===== src/rtl/loader_pkg.sv =====
`default_nettype none
// ============================================================================
//  Module      : loader_pkg
//  Description : Shared types and constants for the instruction-memory loader
//  Revision    : 1.0 - initial release
// ============================================================================
package loader_pkg;

    // Width of the word-count header and of the word index
    localparam int HDR_W          = 16;
    // Bytes packed into each instruction word
    localparam int BYTES_PER_WORD = 4;

    localparam int c_WORD_W = 8 * BYTES_PER_WORD;
    localparam int c_BCNT_W = $clog2(BYTES_PER_WORD);

    typedef enum logic [2:0] {
        ST_IDLE   = 3'd0,
        ST_LEN_HI = 3'd1,
        ST_LEN_LO = 3'd2,
        ST_DATA   = 3'd3,
        ST_WRITE  = 3'd4,
        ST_DONE   = 3'd5,
        ST_ERR    = 3'd6
    } state_t;

endpackage
`default_nettype wire


===== src/rtl/word_assembler.sv =====
`default_nettype none
// ============================================================================
//  Module      : word_assembler
//  Description : Big-endian byte-to-word shift register with byte counter.
//                The first byte of a word ends up in the most significant lane.
//  Revision    : 1.0 - initial release
// ============================================================================
module word_assembler
    import loader_pkg::*;
(
    input  logic                clock,
    input  logic                reset,
    input  logic                clr,
    input  logic                shift_en,
    input  logic [7:0]          byte_in,
    output logic [c_WORD_W-1:0] word_out,
    output logic                last_byte
);

    logic [c_WORD_W-1:0] r_word;
    logic [c_BCNT_W-1:0] r_byte_cnt;

    // Shift bytes in from the bottom; clr restarts the byte count only, so the
    // completed word stays visible while it is being written out.
    always_ff @(posedge clock) begin
        if (reset) begin
            r_word     <= '0;
            r_byte_cnt <= '0;
        end else begin
            if (shift_en) begin
                r_word <= {r_word[c_WORD_W-9:0], byte_in};
            end
            if (clr) begin
                r_byte_cnt <= '0;
            end else if (shift_en) begin
                r_byte_cnt <= r_byte_cnt + 1'b1;
            end
        end
    end

    assign word_out  = r_word;
    assign last_byte = (r_byte_cnt == c_BCNT_W'(BYTES_PER_WORD - 1));

endmodule
`default_nettype wire


===== src/rtl/imem_loader.sv =====
`default_nettype none
// ============================================================================
//  Module      : imem_loader
//  Description : Boot-time instruction memory writer. Parses a 16-bit word
//                count header from a byte stream, assembles big-endian words,
//                writes them at consecutive word-aligned addresses from 0 and
//                holds the core in reset until the image is complete.
//  Revision    : 1.0 - initial release
// ============================================================================
module imem_loader
    import loader_pkg::*;
#(
    parameter int unsigned DEPTH = 256,
    parameter int unsigned AW    = 32
) (
    input  logic                clock,
    input  logic                reset,
    input  logic                start,
    input  logic                rx_valid,
    input  logic [7:0]          rx_data,
    output logic                rx_ready,
    output logic                mem_we,
    output logic [AW-1:0]       mem_addr,
    output logic [c_WORD_W-1:0] mem_wdata,
    output logic                cpu_hold,
    output logic                busy,
    output logic                done,
    output logic                error
);

    state_t             r_state;
    logic [HDR_W-1:0]   r_n;
    logic [HDR_W-1:0]   r_word_idx;
    logic [7:0]         r_len_hi;

    logic               w_rx_fire;
    logic               w_start_ok;
    logic [HDR_W-1:0]   w_hdr;
    logic               w_shift;
    logic               w_clr;
    logic               w_last_byte;
    logic               w_last_word;
    logic [c_WORD_W-1:0] w_word;

    assign w_rx_fire   = rx_valid & rx_ready;
    // start only has an effect when no load is running
    assign w_start_ok  = start & ((r_state == ST_IDLE) || (r_state == ST_DONE) ||
                                  (r_state == ST_ERR));
    assign w_hdr       = {r_len_hi, rx_data};
    assign w_shift     = w_rx_fire & (r_state == ST_DATA);
    assign w_clr       = w_start_ok | (r_state == ST_WRITE);
    assign w_last_word = ((r_word_idx + HDR_W'(1)) == r_n);

    word_assembler u_word_assembler (
        .clock     (clock),
        .reset     (reset),
        .clr       (w_clr),
        .shift_en  (w_shift),
        .byte_in   (rx_data),
        .word_out  (w_word),
        .last_byte (w_last_byte)
    );

    // Load sequencer: header parse, word collection and one write per word
    always_ff @(posedge clock) begin
        if (reset) begin
            r_state    <= ST_IDLE;
            r_n        <= '0;
            r_word_idx <= '0;
            r_len_hi   <= '0;
        end else begin
            case (r_state)
                ST_IDLE, ST_DONE, ST_ERR: begin
                    if (w_start_ok) begin
                        r_state <= ST_LEN_HI;
                    end
                end
                ST_LEN_HI: begin
                    if (w_rx_fire) begin
                        r_len_hi <= rx_data;
                        r_state  <= ST_LEN_LO;
                    end
                end
                ST_LEN_LO: begin
                    if (w_rx_fire) begin
                        r_n        <= w_hdr;
                        r_word_idx <= '0;
                        if (w_hdr == '0) begin
                            r_state <= ST_DONE;
                        end else if (32'(w_hdr) > DEPTH) begin
                            r_state <= ST_ERR;
                        end else begin
                            r_state <= ST_DATA;
                        end
                    end
                end
                ST_DATA: begin
                    if (w_shift && w_last_byte) begin
                        r_state <= ST_WRITE;
                    end
                end
                ST_WRITE: begin
                    if (w_last_word) begin
                        r_state <= ST_DONE;
                    end else begin
                        r_word_idx <= r_word_idx + HDR_W'(1);
                        r_state    <= ST_DATA;
                    end
                end
                default: begin
                    r_state <= ST_IDLE;
                end
            endcase
        end
    end

    // All outputs decode registered state, so rx_ready never depends on rx_valid
    assign rx_ready  = (r_state == ST_LEN_HI) || (r_state == ST_LEN_LO) ||
                       (r_state == ST_DATA);
    assign busy      = rx_ready || (r_state == ST_WRITE);
    assign mem_we    = (r_state == ST_WRITE);
    assign mem_addr  = AW'(r_word_idx) << 2;
    assign mem_wdata = w_word;
    assign done      = (r_state == ST_DONE);
    assign error     = (r_state == ST_ERR);
    assign cpu_hold  = (r_state != ST_DONE);

endmodule
`default_nettype wire


===== config.mk =====
export PLATFORM = sky130hd
export DESIGN_NAME = imem_loader
export DESIGN_NICKNAME = d
export VERILOG_FILES = /design/src/rtl/loader_pkg.sv /design/src/rtl/word_assembler.sv /design/src/rtl/imem_loader.sv
export SDC_FILE = /design/constraint.sdc
export NUM_CORES = 1
export LEC_CHECK = 0
export CELL_PAD_IN_SITES_DETAIL_PLACEMENT = 0
export CELL_PAD_IN_SITES_GLOBAL_PLACEMENT = 1
export CORE_UTILIZATION = 33
export CTS_CLUSTER_SIZE = 8
export DETAILED_ROUTE_END_ITERATION = 16
export GPL_TIMING_DRIVEN = 0
export PLACE_DENSITY_LB_ADDON = 0.1
export SLEW_MARGIN = 20
export SYNTH_ARGS = -nofsm -noshare
export SYNTH_HDL_FRONTEND = slang
export SYNTH_SLANG_ARGS = --single-unit
export TNS_END_PERCENT = 100

===== constraint.sdc =====
create_clock -name clock -period 3.2 [get_ports clock]
set_input_delay 0.8 -clock clock [delete_from_list [all_inputs] [get_ports clock]]
set_output_delay 0.8 -clock clock [all_outputs]
set_load 0.005 [all_outputs]

==> flow_metrics.py, run 1 <==
metrics = {
    "clock_network": {
        "cts_buffer_depth": 2,
        "clock_insertion_delay_worst_skew_ps": 330,
        "cts_made_buffers": 9,
        "postCtsHoldBufs": 0,
        "clock_tree.root_cell": "sky130_fd_sc_hd__clkbuf_16",
        "htreeDepth": 3,
        "cts.reportedPaths.clkPinSlew_ps": 60,
        "clock_sinks": 77,
        "tritoncts": "yes",
    },
    "detailed_routing": {
        "wire_per_inst_um": 14.0,
        "detailedRoute.firstIterationViolations": 163,
        "num_vias": 3586,
        "route.antenna.remaining_nets": 0,
        "pre_repair_dr_iteration_count": 5,
        "drt_drc_violations_left": 0,
        "drt-total-wl_um": 10300,
        "post_drt_via_cell_ratio": 4.87,
    },
    "global_routing": {
        "initial_antenna_violation_count": 0,
        "grt_pass1_wl_um": 16500,
        "grt_pass1_vias": 3312,
        "global_route.usage.total_pct": 18.0,
        "pin_count_of_the_biggest_net_entering_global_routing": 14,
        "gr_overflow_total": 0,
    },
    "placement": {
        "gp_congestion": 0.779,
        "dp.final_hpwl_um": 7610,
        "port-buffer-count": 65,
        "place_ws_ps": -174,
    },
    "sta": {
        "timing.final.hold_violations": 0,
        "timing.slew.headroom_pct": 60.9,
        "max_clock_freq_mhz": 326,
        "rsz_0062_raised_after_global_routing": "false",
        "timing.final.crit_period_ps": 3070,
        "finalSetupTns_ps": 0,
        "timing.final.setup_violations": 0,
        "hold_slack_ps": 452,
        "fin_crit_sh_pct": 95.9,
        "worstMarginPinSlew_ps": 587,
        "final_critical_path_setup_slack_ps": 130,
        "final.setup_skew_ps": 6.87,
        "slew_viol_final": 0,
    },
    "logic_synthesis": {
        "register_area_share_after_synthesis_pct": 40.3,
        "synthesis.area_um2": 3830,
        "synth_cells": 493,
        "synth-xor-area-share_pct": 6.41,
        "dominant_synthesized_flop_cell": "sky130_fd_sc_hd__dfxtp_1",
        "async_set_reset_flop_share_out_of_synthesis_pct": 0,
        "post_synthesis_register_bit_count": 77,
        "ys_types": 56,
        "synth_area_leaders": "sky130_fd_sc_hd__dfxtp_1, sky130_fd_sc_hd__nand2_1, sky130_fd_sc_hd__a21oi_1",
        "synth_top_cell_by_area": "sky130_fd_sc_hd__dfxtp_1",
        "yosys.area_share.simple_pct": 27.2,
        "synth_top_family_by_area": "simple AND/OR/NAND/NOR gates",
        "synthMuxAreaShare_pct": 0.556,
        "synth.avg_cell_area_um2": 7.76,
        "ys_warn_count": 0,
        "synth_edf_count": 0,
        "synthAdderAreaFrac_pct": 0.654,
        "synthDominantCellAreaShare_pct": 40.3,
        "synth_compound_area_share_pct": 17.3,
    },
    "final_layout": {
        "n_antenna_cell": 0,
        "finalCoreUtilization_pct": 46.2,
        "syn_to_final_growth_pct": 33.8,
        "layout.nets": 606,
        "final.fill_count": 1135,
        "drive_gt1_share_pct": 11.6,
    },
    "critical_path": {
        "worst_r2r_startpoint": "r_word_idx[1]",
        "worstPathArrival_ps": 3290,
        "setup.worst_path.start_class": "flip-flop",
        "crit_fanout": 10,
        "critPathCaptureType": "flip-flop",
        "worst-r2r-setup-slack_ps": 130,
        "crit-reg2reg-capture": "r_word_idx[4]",
        "worst-setup-path-type": "flip-flop to flip-flop",
        "required_ps": 3420,
        "register_to_register_path_depth": 9,
    },
    "run": {
        "drv.max_cap_violation_count": 0,
    },
    "die": {
        "io_pins": 82,
        "core_area_um2": 11100,
        "dieArea_um2": 12000,
        "dieHeight_um": 110,
        "placement_rows": 38,
        "initial_core_util_pct": 34.5,
        "chipWidth_um": 110,
    },
    "outcome": {
        "status": "complete, no violations",
    },
    "hold_path": {
        "timing.hold.worst.start": "u_word_assembler.word_out[30]",
        "min-delay-path-class": "flip-flop to flip-flop",
        "min_delay_worst_endpoint": "u_word_assembler.word_out[30]",
        "min_path_cells": 2,
    },
    "power_and_ir_drop": {
        "static-leakage-power_uw": 0.00186,
        "total_power_uw": 2510,
        "power.ir.vdd_worst_mv": 0.317,
        "p_per_area_nw_per_um2": 490,
    },
}
critical path, cell delays in order (launching register included):
cell and delay, ps:
sky130_fd_sc_hd__dfxtp_2 420, sky130_fd_sc_hd__ha_4 200, sky130_fd_sc_hd__nand3_2 170, sky130_fd_sc_hd__or3_4 460, sky130_fd_sc_hd__o32a_1 340, sky130_fd_sc_hd__or4_4 610
sky130_fd_sc_hd__o21ai_4 270, sky130_fd_sc_hd__buf_6 180, sky130_fd_sc_hd__nor3_1 50, sky130_fd_sc_hd__a211o_1 260
per-layer routing:
layer / vias to the layer above / global-route usage (%) / share of wire [%] / wire (um)
li1: 1836 / - / - / -
met1: 1654 / 24.3 / 49 / 5010
met2: 84 / 29.0 / 46 / 4770
met3: 12 / 4.27 / 4.0 / 413
met4: 0 / 4.48 / 1.1 / 116
met5: - / 0 / 0 / 0
how the worst max path moves through the flow:
stage | from | end | slack, ps | cells past startpoint
after global placement | r_word_idx[0] | r_word_idx[7] | -190 | 8
final | r_word_idx[1] | r_word_idx[4] | 130 | 9
after CTS | r_word_idx[3] | r_word_idx[4] | 1 | 10
after global routing | r_word_idx[3] | r_word_idx[4] | 8 | 10
after floorplan | r_word_idx[0] | r_word_idx[4] | 220 | 9
after detailed placement | r_word_idx[0] | r_word_idx[4] | -170 | 9
cell families (layout without fill, tap and decap cells):
family,after synthesis,count (layout)
mux,2,2
fa+ha+maj,2,2
simple gates,218,218
xor+xnor,28,28
compound gates,113,113
buf+inv,52,141
flops,77,77
other cells,1,16
where the power goes:
group	total [uW]	internal [uW]	switching, uW
combinational	458	184	275
clock	1020	608	409
sequential	1030	997	37.4
synth_stat cells (3+ instances only):
cell type                    n
sky130_fd_sc_hd__nand2_1   135
sky130_fd_sc_hd__dfxtp_1    77
sky130_fd_sc_hd__a21oi_1    72
sky130_fd_sc_hd__clkbuf_1   21
sky130_fd_sc_hd__buf_4      17
sky130_fd_sc_hd__xnor2_1    17
sky130_fd_sc_hd__nor2_1     14
sky130_fd_sc_hd__nor3_1     13
sky130_fd_sc_hd__o21ai_0    13
sky130_fd_sc_hd__xor2_1     11
sky130_fd_sc_hd__nand3_1     9
sky130_fd_sc_hd__inv_1       7
sky130_fd_sc_hd__or3_1       7
sky130_fd_sc_hd__a21o_1      5
sky130_fd_sc_hd__buf_2       5
sky130_fd_sc_hd__nor3b_1     5
sky130_fd_sc_hd__nor4_1      5
sky130_fd_sc_hd__nand2b_1    4
sky130_fd_sc_hd__o211ai_1    4
sky130_fd_sc_hd__a211o_1     3
sky130_fd_sc_hd__a31oi_1     3
sky130_fd_sc_hd__and2_1      3
sky130_fd_sc_hd__or2_2       3
per-stage QoR:
step,area (um^2),std cells
final,5120,737
after global routing,5120,737
after CTS,5020,729
after detailed placement,4710,713
after global placement,4710,713
after floorplan,3880,508
timing repair:
item                                    in CTS  in global routing
resized for setup                            5                 10
buffers inserted                             0                  8
endpoints found under the setup margin      11                 11
pin swaps                                    0                  6
final cells by class:
type | instances | area, um^2 | area share [%]
plain buffers | 45 | 265 | 5.18
flip-flops and latches | 77 | 1550 | 30.3
inverters | 7 | 26.3 | 0.513
well taps | 140 | 175 | 3.42
clock inverters | 5 | 60.1 | 1.17
multi-input cells | 379 | 2100 | 41.0
repair buffers | 73 | 711 | 13.9
clock buffers | 11 | 233 | 4.55
sequential cells by signal, summed over array words and instances (netlist names):
name and flops:
r_state 3, r_n 16, u_word_assembler.r_byte_cnt 2, r_word_idx 16, u_word_assembler.word_out 32, r_len_hi 8
cells in the final DEF (no fill, tap or decap), types with 4 or more instances in the layout:
master and n:
sky130_fd_sc_hd__nand2_1 135, sky130_fd_sc_hd__dfxtp_1 73, sky130_fd_sc_hd__a21oi_1 72, sky130_fd_sc_hd__clkdlybuf4s50_1 65, sky130_fd_sc_hd__buf_4 25, sky130_fd_sc_hd__clkbuf_1 23, sky130_fd_sc_hd__xnor2_1 17, sky130_fd_sc_hd__conb_1 16
sky130_fd_sc_hd__nor2_1 14, sky130_fd_sc_hd__o21ai_0 13, sky130_fd_sc_hd__nor3_1 12, sky130_fd_sc_hd__xor2_1 11, sky130_fd_sc_hd__nand3_1 9, sky130_fd_sc_hd__clkbuf_16 9, sky130_fd_sc_hd__inv_1 7, sky130_fd_sc_hd__or3_1 6
sky130_fd_sc_hd__nor3b_1 5, sky130_fd_sc_hd__a21o_1 5, sky130_fd_sc_hd__nand2b_1 4, sky130_fd_sc_hd__o211ai_1 4, sky130_fd_sc_hd__nor4_1 4
Note: power is estimated with default switching activity, not from simulation.
==> run 2: changes to the inputs <==
- CORE_ASPECT_RATIO: unset -> 1.1
- MAX_ROUTING_LAYER: unset -> met4
==> flow_metrics.py, run 2 (same netlist as run 1, synthesis figures left out) <==
metrics = {
    "outcome": {
        "status": "complete, no violations",
    },
    "clock_network": {
        "cts_buffer_depth": 2,
        "clock_insertion_delay_worst_skew_ps": 340,
        "tritoncts": "yes",
        "cts.reportedPaths.clkPinSlew_ps": 60,
        "clock_tree.root_cell": "sky130_fd_sc_hd__clkbuf_16",
        "htreeDepth": 3,
        "clock_sinks": 77,
        "cts_made_buffers": 9,
    },
    "final_layout": {
        "syn_to_final_growth_pct": 33.9,
        "fin_area_um2": 5120,
        "layout.cells.most_common": "sky130_fd_sc_hd__nand2_1",
        "max_reg_flops": 32,
        "drive_gt1_share_pct": 10.9,
        "layout.nets": 603,
        "n_antenna_cell": 0,
        "mostFrequentLayoutCells": "sky130_fd_sc_hd__nand2_1, sky130_fd_sc_hd__a21oi_1, sky130_fd_sc_hd__dfxtp_1, sky130_fd_sc_hd__clkdlybuf4s50_1, sky130_fd_sc_hd__clkbuf_1",
    },
    "placement": {
        "port-buffer-count": 65,
        "gp_congestion": 0.803,
        "placed_cell_area_um2": 4720,
        "dp.final_hpwl_um": 7630,
    },
    "critical_path": {
        "required_ps": 3420,
        "worstPathArrival_ps": 3300,
        "setup.worst_path.start_class": "flip-flop",
        "critPathCaptureType": "flip-flop",
        "cp_slowest_cell": "sky130_fd_sc_hd__or4_4",
        "crit_fanout": 10,
        "critPathMaxStageDelay_ps": 610,
        "register_to_register_path_depth": 9,
        "worst-r2r-setup-slack_ps": 120,
        "worstPathBufferInverterCount": 1,
        "crit-reg2reg-capture": "r_word_idx[4]",
        "crit_family": "simple AND/OR/NAND/NOR gates",
        "crit_path_cell_trace": "ha_4 -> nand3_2 -> or3_1 -> o32a_1 -> or4_4 -> o21ai_4 -> buf_6 -> nor3_1 -> a211o_1",
        "worst_r2r_startpoint": "r_word_idx[1]",
        "worst-setup-path-type": "flip-flop to flip-flop",
    },
    "sta": {
        "timing.final.hold_violations": 0,
        "timing.final.crit_period_ps": 3080,
        "timing.slew.headroom_pct": 60.4,
        "worstMarginPinSlew_ps": 593,
        "slew_viol_final": 0,
        "timing.final.setup_violations": 0,
        "max_clock_freq_mhz": 325,
        "fin_crit_sh_pct": 96.3,
        "final.setup_skew_ps": 8.79,
    },
    "hold_path": {
        "timing.hold.worst.start": "u_word_assembler.word_out[25]",
        "min_path_cells": 2,
        "min_delay_worst_endpoint": "u_word_assembler.word_out[25]",
        "min-delay-path-class": "flip-flop to flip-flop",
    },
    "power_and_ir_drop": {
        "total_power_uw": 2590,
        "static-leakage-power_uw": 0.00185,
        "power.ir.vdd_worst_mv": 0.226,
        "p_per_area_nw_per_um2": 505,
    },
    "die": {
        "placement_rows": 40,
        "dieArea_um2": 12000,
        "chipWidth_um": 105,
        "initial_core_util_pct": 34.4,
        "dieHeight_um": 115,
        "core_area_um2": 11100,
        "io_pins": 82,
    },
    "detailed_routing": {
        "detailedRoute.firstIterationViolations": 126,
        "drt_drc_violations_left": 0,
        "drt-total-wl_um": 10400,
        "route.antenna.remaining_nets": 0,
        "num_vias": 3544,
        "wire_per_inst_um": 14.1,
        "post_drt_via_cell_ratio": 4.78,
        "pre_repair_dr_iteration_count": 4,
    },
    "global_routing": {
        "gr_overflow_total": 0,
        "pin_count_of_the_biggest_net_entering_global_routing": 14,
        "initial_antenna_violation_count": 0,
        "grt_pass1_wl_um": 16900,
        "global_route.usage.total_pct": 18.6,
        "grt_pass1_vias": 3378,
    },
    "run": {
        "drv.max_cap_violation_count": 0,
    },
}
==> run 2: cell type report <==
cell class	count	area, um^2
clock buffer	11	233
tap	147	184
timing repair buffer	70	688
multi-input combinational	379	2090
fill	1169	5990
clock inverter	5	83.8
buffer	45	268
inverter	7	26.3
sequential	77	1550
==> run 2: worst max-delay path by stage <==
stage	to	cells past startpoint	startpoint
6_report	r_word_idx[4]	9	r_word_idx[1]
4_1_cts	r_word_idx[4]	10	r_word_idx[8]
2_1_floorplan	r_word_idx[4]	9	r_word_idx[0]
3_5_place_dp	r_word_idx[7]	8	r_word_idx[0]
3_3_place_gp	r_word_idx[7]	8	r_word_idx[0]
5_1_grt	r_word_idx[4]	10	r_word_idx[7]
==> run 2: timing repair <==
action / CTS / global route
setup endpoints to repair: 11 / 8
pin swaps: 1 / 3
hold buffers: 0 / 0
buffers inserted: 2 / 3
gates resized for setup: 5 / 10
==> run 2: worst min-delay path, stage by stage (launching register included) <==
cell and delay (ps):
sky130_fd_sc_hd__dfxtp_1 310, sky130_fd_sc_hd__nand2_1 50, sky130_fd_sc_hd__a21oi_1 50
==> run 2: power breakdown <==
part	leakage, uW	switching [uW]	internal (uW)
logic	0.00108	273	184
registers	0.000624	37.6	997
clock network	0.000146	409	686
==> run 2: per-stage QoR <==
| stage | hold WS, ps | util, % | setup TNS, ps | setup slack (ps) | std cells |
|---|---|---|---|---|---|
| 2_1_floorplan | 440 | - | 0 | 224 | 508 |
| 3_3_place_gp | 446 | 42.5 | -1240 | -161 | 720 |
| 3_5_place_dp | 449 | 42.5 | -1630 | -198 | 720 |
| 4_1_cts | 458 | 45.6 | 0 | 16.9 | 738 |
| 5_1_grt | 481 | 46.1 | -20.6 | -20.6 | 741 |
| 6_report | 455 | 46.1 | 0 | 120 | 741 |
==> run 2: per-layer routing <==
layer  routed length [um]  share of wire (%)  vias to the layer above  global-route usage [%]
met2                 4970                 48                       64                    30.0
met1                 4980                 48                     1631                    23.2
li1                     -                  -                     1841                       -
met5                    0                  0                        -                       -
met4                  125                1.2                        0                    8.83
met3                  346                3.3                        8                    2.49
